`src/rtl/uart_receiver.sv`:
```
// 8N1 UART receive path: 2-flop synchronizer, mid-bit sampling frame FSM and
// a show-ahead byte FIFO with valid/ready delivery plus framing/overrun pulses.
module uart_receiver #(
    parameter int CLK_FREQ   = 50_000_000,
    parameter int BAUD_RATE  = 115200,
    parameter int FIFO_DEPTH = 8
) (
    input  logic       clk,
    input  logic       rst_n,
    input  logic       rx_serial,
    output logic [7:0] rx_data,
    output logic       rx_valid,
    input  logic       rx_ready,
    output logic       rx_busy,
    output logic       frame_error,
    output logic       overrun_error
);
    localparam int BAUD_DIV = CLK_FREQ / BAUD_RATE;
    localparam int CW       = $clog2(BAUD_DIV);
    localparam int AW       = $clog2(FIFO_DEPTH);
    localparam logic [CW-1:0] HALF_TC = CW'(BAUD_DIV / 2);
    localparam logic [CW-1:0] FULL_TC = CW'(BAUD_DIV - 1);

    typedef enum logic [2:0] {
        S_IDLE, S_START, S_DATA, S_STOP, S_WAIT_IDLE
    } state_t;

    state_t          state_q, state_d;
    logic [CW-1:0]   cnt_q, cnt_d;
    logic [2:0]      bit_q, bit_d;
    logic [7:0]      shift_q, shift_d;
    logic            sync1_q, rx_s_q;
    logic            frame_err_q, overrun_q;
    logic            tick, stop_ok, stop_bad;

    logic [AW:0]                 wptr_q, rptr_q;
    logic [FIFO_DEPTH-1:0][7:0]  mem_q;
    logic                        empty, full, push, pop;

    // Both synchronizer flops reset high so reset never looks like a start bit.
    always_ff @(posedge clk or negedge rst_n) begin
        if (!rst_n) begin
            sync1_q <= 1'b1;
            rx_s_q  <= 1'b1;
        end else begin
            sync1_q <= rx_serial;
            rx_s_q  <= sync1_q;
        end
    end

    always_ff @(posedge clk or negedge rst_n) begin
        if (!rst_n) begin
            state_q <= S_IDLE;
            cnt_q   <= '0;
            bit_q   <= '0;
            shift_q <= '0;
        end else begin
            state_q <= state_d;
            cnt_q   <= cnt_d;
            bit_q   <= bit_d;
            shift_q <= shift_d;
        end
    end

    // START waits half a bit to land on the start-bit centre; later states a full bit.
    assign tick = (state_q == S_START) ? (cnt_q == HALF_TC) : (cnt_q == FULL_TC);

    always_comb begin
        state_d = state_q;
        cnt_d   = cnt_q + 1'b1;
        bit_d   = bit_q;
        shift_d = shift_q;
        case (state_q)
            S_IDLE: begin
                cnt_d = '0;
                if (!rx_s_q) state_d = S_START;
            end
            S_START: if (tick) begin
                cnt_d   = '0;
                bit_d   = '0;
                state_d = rx_s_q ? S_IDLE : S_DATA;
            end
            S_DATA: if (tick) begin
                cnt_d   = '0;
                shift_d = {rx_s_q, shift_q[7:1]};
                bit_d   = bit_q + 3'd1;
                if (bit_q == 3'd7) state_d = S_STOP;
            end
            S_STOP: if (tick) begin
                cnt_d   = '0;
                state_d = rx_s_q ? S_IDLE : S_WAIT_IDLE;
            end
            S_WAIT_IDLE: begin
                cnt_d = '0;
                if (rx_s_q) state_d = S_IDLE;
            end
            default: begin
                cnt_d   = '0;
                state_d = S_IDLE;
            end
        endcase
    end

    always_comb begin
        stop_ok  = 1'b0;
        stop_bad = 1'b0;
        if (state_q == S_STOP && tick) begin
            stop_ok  = rx_s_q;
            stop_bad = !rx_s_q;
        end
        rx_busy = (state_q != S_IDLE);
    end

    assign empty = (wptr_q == rptr_q);
    assign full  = (wptr_q[AW] != rptr_q[AW]) && (wptr_q[AW-1:0] == rptr_q[AW-1:0]);
    assign pop   = !empty && rx_ready;
    // A pop on the same edge frees the slot, so a full FIFO can still accept.
    assign push  = stop_ok && (!full || pop);

    always_ff @(posedge clk or negedge rst_n) begin
        if (!rst_n) begin
            wptr_q      <= '0;
            rptr_q      <= '0;
            mem_q       <= '0;
            frame_err_q <= 1'b0;
            overrun_q   <= 1'b0;
        end else begin
            if (push) begin
                mem_q[wptr_q[AW-1:0]] <= shift_q;
                wptr_q                <= wptr_q + 1'b1;
            end
            if (pop) rptr_q <= rptr_q + 1'b1;
            frame_err_q <= stop_bad;
            overrun_q   <= stop_ok && full && !pop;
        end
    end

    assign rx_data       = mem_q[rptr_q[AW-1:0]];
    assign rx_valid      = !empty;
    assign frame_error   = frame_err_q;
    assign overrun_error = overrun_q;
endmodule

```
`config.mk`:
```
export PLATFORM = sky130hd
export DESIGN_NAME = uart_receiver
export DESIGN_NICKNAME = d
export VERILOG_FILES = /design/src/rtl/uart_receiver.sv
export SDC_FILE = /design/constraint.sdc
export NUM_CORES = 1
export LEC_CHECK = 0
export CORE_MARGIN = 4
export CORE_UTILIZATION = 56
export CTS_BUF_LIST = sky130_fd_sc_hd__clkbuf_4 sky130_fd_sc_hd__clkbuf_8
export DETAILED_ROUTE_END_ITERATION = 7
export GPL_ROUTABILITY_DRIVEN = 0
export PLACE_DENSITY = 0.71
export REMOVE_ABC_BUFFERS = 1
export SYNTH_ARGS = -nofsm -noshare
export SYNTH_HDL_FRONTEND = slang
export SYNTH_SLANG_ARGS = --single-unit
```
`constraint.sdc`:
```
create_clock -name clk -period 2.8 [get_ports clk]
set_input_delay 0.7 -clock clk [delete_from_list [all_inputs] [get_ports clk]]
set_output_delay 0.7 -clock clk [all_outputs]
set_load 0.03 [all_outputs]
```
==> results.md <==
* Seq pwr share at 0.472
* Fin cells at approximately 470
* RSZ-0062 raised after global routing: no
* CTS HTree Levels at 3
* CP endpoint kind: output port
* Post-placement cell area at 5210 µm²
* Final Hold Fails at 0
* Port buffer count at 15
* Synth Area in Compound Gates at 0.0747
* Number of synthesized flops with an enable pin at 0
* Setup WS pre-CTS at 0.133 ns
* Combinational group share of total power at 0.208
* Worst setup SP type: flip-flop
* CTS sink count at 99
* Critical-path top delay cell: mux4_2
* Tmin final at roughly 2.7 ns
* I/O pin total at 16
* Leak Pwr at about 0.0025 µW
* Max stage delay on crit path at roughly 0.50 ns
* Area growth from synthesis to layout at 13.6%
* HPWL after detailed placement at between 6 and 7 mm
* Starting DRT DRC Count at 100
* Max IR drop VDD at ~0.42 mV
* Slew HR at 0.495
* DR pass1 iterations at 4
* Synth warnings at 0
* Syn Area/Cell at about 15 µm²
* CTS buffer count at 9
* Crit-path cells: buf_4 > buf_16 > mux4_2 > mux2_2 > buf_4
* Total congestion overflow at 0
* Largest cells by area after synthesis: dfrtp_1 51%, mux2_2 19%, mux4_2 7.5%
* Vias in the first global route at a little under 3,000
* First-pass GRT wire length at roughly 16 mm
* Crit path max fanout at 10
* Synth top area share at 0.507
* Max Cap Viol at 0
* Sw power at ~900 µW
* Placed Cells at roughly 460
* Row count at 33
* Ys flop type: dfrtp_1
* GRT Util Overall at 0.206
* DRC Markers at 0
* Seq cells post-synth at between 90 and 100
* Reg2reg end: shift_q[6]
* CP Class: reg2out
* Core area at about 8300 µm²
* Share of layout cells above drive strength 1 at 0.438
* R2R Setup Slk at approximately 0.32 ns
* Arrival time of the worst setup path at about 2.0 ns
* Post-synth ARST share at 1.00
* Commonest cells in the netlist: 97 x dfrtp_1, 80 x mux2_2, 17 x nor2_1
* Post-Synth Adder-Cell Area at 0.0157
* Mapped Cells at between 300 and 400
* Largest net degree at the start of global routing at 45
* Fill count at approximately 600
* Pwr Density at 586 nW/µm²
* Worst reg2reg path depth at 6
* Fin Clk Skew at around 0.011 ns
* Pint at around 2300 µW
* Fmax at roughly 370 MHz
* Most frequent CP cell: buf_4
* Worst Path Required at 2.10 ns
* Vias after detailed routing at 2,818
* Starting Density at 0.580
* Main combinational cell family by area after synthesis: multiplexers
* Final Setup Violations at 0
* Mux share of post-synthesis cell area at 0.275
* Clock power frac at 0.320
* Crit share post-route at 0.964
* Initial antenna violation count at 0
* Buf/Inv on CP at 3
* Sequential share of the synthesized area at 0.518
* Antenna violation net count after detailed routing at 0
* Synth area leader: dfrtp_1
* XOR/XNOR Fraction of Synth Area at 0.0311
* Design area at around 5400 µm²
* Antenna cells at 0
* # nets final at 374
* Simple-gate share of the synthesized area at 0.0643
* Wire per inst at 19.8 µm
* Die height at between 100 and 150 µm
* Clk_lat worst skew at 0.36 ns
* Worst path top cell family by delay: multiplexers
* Fin worst setup slack at about 0.10 ns
* Root Buffer: clkbuf_8
* Worst-Margin Slew at 0.747 ns
* Buffer depth of the longest clock path at 2
* Final Slew Violations at 0
* Min-delay worst type: in2async
* Post-Syn Area at 4790 µm²
* Switching Share at 0.281
* Via/cell ratio at about 6.0
* Final wirelength at around 9.4 mm
* Status: complete, no violations
* Top-count cell post-synth: dfrtp_1
* Die width at 100 µm
* Clk slew on worst S/H paths at 0.09 ns
* CTS tree: built
* Synth cell types at between 40 and 50
* Worst R2R Start: cnt_q[1]
* Die footprint at 10,100 µm²
-- sequential cells by signal (all words and copies together) (netlist names) --
register,count
shift_q,8
cnt_q,9
rx_s_q,1
sync1_q,1
overrun_error,1
frame_error,1
bit_q,3
mem_q,64
state_q,3
wptr_q,4
rptr_q,4
-- power by group through the flow --
stage	sequential (µW)	combinational (µW)	clock (µW)
2_1_floorplan	1620	272	0
3_3_place_gp	1530	591	0
5_1_grt	1510	704	1100
6_report	1500	664	1020
3_5_place_dp	1530	603	0
4_1_cts	1500	671	1040
-- layer usage --
| layer | vias up | track usage | share of wire |
|---|---|---|---|
| li1 | 1287 | - | - |
| met1 | 1477 | 0.302 | 0.48 |
| met2 | 42 | 0.311 | 0.48 |
| met3 | 12 | 0.0422 | 0.030 |
| met4 | 0 | 0.0632 | 0.011 |
| met5 | - | 0 | 0 |
-- kinds of logic (layout without fill, tap and decap cells) --
family / count (synthesis) / in the layout
AOI/OAI and AO/OA: 27 / 27
xor gates and xnor gates: 17 / 17
adders and majority gates: 6 / 6
buffers and inverters: 20 / 63
DFF: 99 / 99
muxes: 101 / 101
and+or+nand+nor: 55 / 55
-- layout by cell type, fill, tap and decap left out, drive strengths merged, types with 6 or more instances in the layout --
| master | n |
|---|---|
| dfrtp | 97 |
| mux2 | 83 |
| buf | 32 |
| nor2 | 17 |
| mux4 | 16 |
| clkbuf | 12 |
| nand2 | 10 |
| xor2 | 9 |
| xnor2 | 8 |
| a2111oi | 8 |
| nand3 | 6 |
| ha | 6 |
| inv | 6 |
-- metrics by stage --
stage | utilization | hold slack, ns | power [µW] | setup TNS [ns]
after floorplan | - | 0.345 | 1890 | -0.222
after global placement | 0.631 | 0.347 | 2120 | 0
after detailed placement | 0.631 | 0.348 | 2130 | 0
after CTS | 0.661 | 0.345 | 3220 | -0.0131
after global routing | 0.659 | 0.350 | 3310 | 0
final | 0.659 | 0.324 | 3190 | 0
-- how the worst max path moves through the flow --
stage / startpoint / endpoint / slack (ns) / cells past startpoint
after floorplan: rptr_q[0] / rx_valid / -0.22 / 3
after global placement: rptr_q[0] / rx_data[7] / 0.14 / 4
after global routing: rptr_q[0] / rx_data[4] / 0.02 / 4
after CTS: rptr_q[0] / rx_data[1] / -0.01 / 5
after detailed placement: rptr_q[0] / rx_data[1] / 0.13 / 4
final: rptr_q[0] / rx_data[6] / 0.10 / 5
-- layout make-up --
cell class | instances | area, µm² | share of cell area
Clock buffer | 10 | 138 | 0.0253
Timing Repair Buffer | 42 | 382 | 0.0701
Tap cell | 105 | 131 | 0.0241
Multi-Input combinational cell | 206 | 2200 | 0.405
Inverter | 6 | 22.5 | 0.00414
Clock inverter | 5 | 85.1 | 0.0156
Sequential cell | 99 | 2480 | 0.456
-- what timing repair did --
| action | CTS | global route |
|---|---|---|
| gates cloned | 1 | 0 |
| hold buffers | 0 | 0 |
| gates resized for setup | 29 | 6 |
| pin swaps | 0 | 0 |
| setup endpoints to repair | 8 | 3 |
| buffers inserted | 1 | 0 |
-- worst reg2reg max path, delay by kind of cell (launching register included) --
kind / cells / cell delay (ns)
buf+inv: 1 / 0.07
flops: 1 / 0.42
simple gates: 3 / 1.30
mux: 1 / 0.42
fa+ha+maj: 1 / 0.16
(Power assumes the default switching activity.)
